--- config.mk ---
export PLATFORM = sky130hd
export DESIGN_NAME = mul_norm_scheduler
export DESIGN_NICKNAME = d
export VERILOG_FILES = /design/src/rtl/mul_norm_scheduler.sv
export SDC_FILE = /design/constraint.sdc
export NUM_CORES = 1
export LEC_CHECK = 0
export BUFFER_PORTS_ARGS = -buffer_cell sky130_fd_sc_hd__clkbuf_2
export CAP_MARGIN = 20
export CORE_UTILIZATION = 35
export DETAILED_ROUTE_END_ITERATION = 10
export PLACE_DENSITY = 0.59
export SLEW_MARGIN = 25
export SYNTH_ARGS = -nofsm -noshare
export SYNTH_HDL_FRONTEND = slang
export SYNTH_SLANG_ARGS = --single-unit
export TNS_END_PERCENT = 1
--- constraint.sdc ---
create_clock -name i_clk -period 8.5 [get_ports i_clk]
set_input_delay 1.275 -clock i_clk [delete_from_list [all_inputs] [get_ports i_clk]]
set_output_delay 1.275 -clock i_clk [all_outputs]
set_load 0.005 [all_outputs]
--- src/rtl/mul_norm_scheduler.sv ---
// Shared byte-serial leading-one normalizer for two multiplier requesters.
// Scans one mantissa byte per cycle (MSB first) and returns lzc, normalized mantissa and a zero flag.
module mul_norm_scheduler #(
  parameter int DATA_W = 24,
  parameter int LZC_W  = $clog2(DATA_W + 1)
) (
  input  logic              i_clk,
  input  logic              i_rst_n,
  input  logic              i_req0_valid,
  input  logic [DATA_W-1:0] i_req0_data,
  output logic              o_req0_ready,
  input  logic              i_req1_valid,
  input  logic [DATA_W-1:0] i_req1_data,
  output logic              o_req1_ready,
  output logic              o_res_valid,
  input  logic              i_res_ready,
  output logic              o_res_id,
  output logic [LZC_W-1:0]  o_res_lzc,
  output logic [DATA_W-1:0] o_res_data,
  output logic              o_res_zero,
  output logic              o_busy,
  output logic [1:0]        o_dbg_state
);

  localparam int NUM_CHUNK = DATA_W / 8;
  localparam int KW        = (NUM_CHUNK > 1) ? $clog2(NUM_CHUNK) : 1;

  typedef enum logic [1:0] {
    ST_IDLE = 2'd0,
    ST_SCAN = 2'd1,
    ST_DONE = 2'd2
  } state_t;

  // Handshakes: a request transfers on the rising edge where i_reqN_valid & o_reqN_ready;
  // a result transfers on the rising edge where o_res_valid & i_res_ready. Neither side
  // may depend on the other's ready to raise valid.

  state_t            state_q, state_d;
  logic              ptr_q, ptr_d;
  logic [DATA_W-1:0] data_q, data_d;
  logic              id_q, id_d;
  logic [KW-1:0]     k_q, k_d;
  logic [LZC_W-1:0]  res_lzc_q, res_lzc_d;
  logic [DATA_W-1:0] res_data_q, res_data_d;
  logic              res_zero_q, res_zero_d;

  logic              gnt0, gnt1;
  logic [DATA_W-1:0] chunk_sh;
  logic [7:0]        byte_w;
  logic [2:0]        pos;
  logic              byte_zero;
  logic              last_chunk;
  logic [LZC_W-1:0]  lzc_calc;

  // Bring chunk k to the top so the detector always looks at the same 8 bits.
  assign chunk_sh   = data_q << {k_q, 3'b000};
  assign byte_w     = chunk_sh[DATA_W-1 -: 8];
  assign byte_zero  = (byte_w == 8'd0);
  assign last_chunk = (k_q == KW'(NUM_CHUNK - 1));
  assign lzc_calc   = LZC_W'({k_q, 3'b000}) + LZC_W'(pos);

  always_comb begin
    pos = 3'd0;
    for (int i = 0; i < 8; i++) begin
      if (byte_w[i]) pos = 3'(7 - i);
    end
  end

  always_comb begin
    gnt0 = 1'b0;
    gnt1 = 1'b0;
    if (state_q == ST_IDLE && i_rst_n) begin
      if (!ptr_q) begin
        gnt0 = i_req0_valid;
        gnt1 = i_req1_valid & ~i_req0_valid;
      end else begin
        gnt1 = i_req1_valid;
        gnt0 = i_req0_valid & ~i_req1_valid;
      end
    end
  end

  always_comb begin
    state_d    = state_q;
    ptr_d      = ptr_q;
    data_d     = data_q;
    id_d       = id_q;
    k_d        = k_q;
    res_lzc_d  = res_lzc_q;
    res_data_d = res_data_q;
    res_zero_d = res_zero_q;
    unique case (state_q)
      ST_IDLE: begin
        if (gnt0 || gnt1) begin
          data_d  = gnt1 ? i_req1_data : i_req0_data;
          id_d    = gnt1;
          k_d     = '0;
          ptr_d   = ~gnt1;
          state_d = ST_SCAN;
        end
      end
      ST_SCAN: begin
        if (!byte_zero) begin
          res_lzc_d  = lzc_calc;
          res_data_d = data_q << lzc_calc;
          res_zero_d = 1'b0;
          state_d    = ST_DONE;
        end else if (last_chunk) begin
          res_lzc_d  = LZC_W'(DATA_W);
          res_data_d = '0;
          res_zero_d = 1'b1;
          state_d    = ST_DONE;
        end else begin
          k_d = k_q + KW'(1);
        end
      end
      ST_DONE: begin
        if (i_res_ready) state_d = ST_IDLE;
      end
      default: state_d = ST_IDLE;
    endcase
  end

  always_ff @(posedge i_clk) begin
    if (!i_rst_n) begin
      state_q    <= ST_IDLE;
      ptr_q      <= 1'b0;
      data_q     <= '0;
      id_q       <= 1'b0;
      k_q        <= '0;
      res_lzc_q  <= '0;
      res_data_q <= '0;
      res_zero_q <= 1'b0;
    end else begin
      state_q    <= state_d;
      ptr_q      <= ptr_d;
      data_q     <= data_d;
      id_q       <= id_d;
      k_q        <= k_d;
      res_lzc_q  <= res_lzc_d;
      res_data_q <= res_data_d;
      res_zero_q <= res_zero_d;
    end
  end

  assign o_req0_ready = gnt0;
  assign o_req1_ready = gnt1;
  assign o_res_valid  = (state_q == ST_DONE);
  assign o_res_id     = id_q;
  assign o_res_lzc    = res_lzc_q;
  assign o_res_data   = res_data_q;
  assign o_res_zero   = res_zero_q;
  assign o_busy       = (state_q != ST_IDLE);
  assign o_dbg_state  = state_q;

endmodule

==> results.md <==
* Via density at 5.992
* Setup Buffers After CTS at 0
* Buffers on Ports at 89
* Pin slew with the least headroom to its limit at 980.6 ps
* Worst vdd ir at 0.0001153 V
* Inserted Clock Buffers at 9
* Worst-path fanout max at 32
* Initial Utilization at 36.66%
* DP Area at 4512 um^2
* Crit path launch type: primary input
* Final GP Congestion at 0.9383
* Crit path DAT at 3040 ps
* Clock power frac at 30.5%
* Max_slew headroom at 34.54%
* Final net count at 621
* Ant diodes at 0
* Post-synth net total at 552
* Critical path class: in2out
* Fin. Hold Viols at 0
* Core Area at 11080 um^2
* Site Rows at 38
* Int Pwr at 0.7250 mW
* First-pass GRT wire length at 20970 um
* Post-Syn Area at 4061 um^2
* 1st-pass router iterations at 7
* Tot GR Track Use at 22.97%
* Unique masters post-synth at 75
* Slew Viols, Final at 0
* Initial drt markers at 385
* Pwr dens at 246.9 nW/um^2
* Drt total wl at 13230 um
* Post-synth EDFFs at 0
* CTS Sinks at 60
* Worst min-delay path class: reg2reg
* Switching Fraction at 38.88%
* Post-CTS Resized at 0
* Yosys reg bits at 60
* H-tree levels at 3
* Sw Pwr at 0.4612 mW
* Leak at 1.928 nW
* Power share of the combinational group at 39.9%
* Synth warn at 0
* CTS tree: yes
* ANT nets after route at 0
* Hold buffers post-CTS at 0
* Largest net degree at the start of global routing at 40
* Vias in the first global route at 4088
* Post-Syn Instances at 498
* Grt ovf at 0
* HPWL Detailed at 9807 um
* Max Root-Sink Buffers at 2
* Fmax at 231.8 MHz
* Routed via count at 4254
* Period utilization at 50.75%
* Ys async rst share at 0%
* Mean Syn Cell Area at 8.155 um^2
* Crit path time final at 4314 ps
* TNS Setup at 0 ps
* Die Wd at 109.7 um
* CP Capture Type: output pin
* Height of the chip at 109.7 um
* Number of max-cap violations at 0
* Register area share after synthesis at 29.57%
* Area grow syn2layout at 18.30%
* Fin Hold WS at 447.0 ps
* Die Area at 12040 um^2
* Worst path required time at 7220 ps
* Ports at 90
* Finish-stage setup viols at 0
* Layout Skew at 8.389 ps
* Unrepaired setup endpoints after global routing: no
* # fillers at 1115
* Outcome: finished clean
* CTS root buf: clkbuf_16
* DR WL/cell at 18.63 um
* Clock Pin Slew Worst Setup and Hold Paths at 50 ps
* Top FF cell, synth: dfxtp_1
* Antenna violations before repair at 0
* Layout cells sized above 1 at 27.02%
* Worst skew pair latency at 330 ps
* Fin area at 4805 um^2
* Sequential share of power at 29.5%
* DRC viols at 0
==> critical path: stages <==
cell and delay, ps:
clkbuf_2 260, inv_1 90, or3_1 760, inv_1 460
clkbuf_2 190
==> power by group through the flow <==
stage          registers, mW  logic [mW]  clock network, mW
5_1_grt                0.353       0.512              0.383
4_1_cts                0.349       0.465              0.368
3_5_place_dp           0.354       0.462                  0
2_1_floorplan          0.337       0.360                  0
6_report               0.350       0.474              0.362
3_3_place_gp           0.354       0.461                  0
==> per-stage QoR <==
stage          power (mW)  util, %  setup slack [ps]  instances
6_report            1.186    43.37              4186        710
5_1_grt             1.248    43.37              4000        710
4_1_cts             1.181    43.36              4174        710
3_5_place_dp       0.8166    40.73              4184        696
3_3_place_gp       0.8154    40.73              4237        696
2_1_floorplan      0.6970        -              5043        498
==> Yosys cell counts (8+ instances only) <==
library cell,instances,share of area (%)
dfxtp_1,60,30
nor2_1,54,5.0
a311oi_1,15,3.2
buf_6,8,2.2
o211ai_1,12,2.2
mux2i_1,21,5.2
nand3_1,11,1.4
a22oi_1,15,2.8
inv_1,10,0.92
clkbuf_1,15,1.4
o21ai_0,16,2.0
nand2_1,87,8.0
a21oi_1,20,2.5
==> per-layer routing <==
layer | track usage (%) | share of wire, % | up-vias
met1 | 30.54 | 45 | 2027
li1 | - | - | 2007
met5 | 0 | 0 | -
met4 | 9.429 | 2.3 | 0
met3 | 3.616 | 6.3 | 33
met2 | 36.93 | 47 | 187
==> layout make-up <==
type / instances / area [um^2] / area share (%)
multi-input cells: 392 / 2619 / 54.51
flip-flops and latches: 60 / 1202 / 25.03
repair buffers: 93 / 475.5 / 9.896
clock buffers: 12 / 256.5 / 5.339
well taps: 140 / 175.2 / 3.646
inverters: 11 / 41.29 / 0.8594
clock inverters: 2 / 35.03 / 0.7292
==> worst paths after layout <==
path / startpoint / endpoint / slack, ps / cells past startpoint
worst min-delay path: o_res_lzc[4] / o_res_lzc[4] / 450 / 2
worst min register to register: o_res_lzc[4] / o_res_lzc[4] / 450 / 2
worst max register to register: k_q[1] / o_res_data[11] / 4670 / 9
worst max-delay path: i_rst_n / o_req1_ready / 4190 / 5
==> cells in the final DEF (no fill, tap or decap), types with 3 or more instances in the layout <==
cell type  instances
nor2_4             3
nor3_1             4
a211oi_1           3
nor2_1            54
mux2_4             3
inv_1             10
a21oi_2            4
and2_1             4
a2bb2oi_1          6
o2bb2ai_2          5
dfxtp_1           59
o221ai_1           4
a22oi_1           15
o22ai_1            3
nor2b_1            4
nand2b_1           7
o21ai_0           16
a21oi_1           20
o21ai_1            6
nand2_2            3
a21o_1             5
o211ai_1          12
mux2_2             5
a32o_1             3
clkbuf_2          89
o32ai_1            3
nand3_1           11
or3_1              3
nand4_1            3
a311oi_1          15
mux2i_1           21
nand2_1           87
buf_4              4
a221oi_1           4
o2bb2ai_1          3
clkbuf_16          9
a32oi_1            5
a2bb2oi_2          4
==> kinds of logic (layout without fill, tap and decap cells) <==
kind of cell | after synthesis | count (layout) | synth area share, %
buf+inv | 46 | 118 | 6.069
mux | 29 | 29 | 7.671
fa+ha+maj | 1 | 1 | 0.3080
simple gates | 193 | 193 | 21.53
flops | 60 | 60 | 29.57
compound gates | 169 | 169 | 34.84
==> registers in the layout, indices dropped and copies added, names as in the netlist <==
name and count:
data_q 24, o_res_data 24, o_res_lzc 5, k_q 2
o_dbg_state 2, o_res_id 1, o_res_zero 1, ptr_q 1
Note: power is estimated with default switching activity, not from simulation.
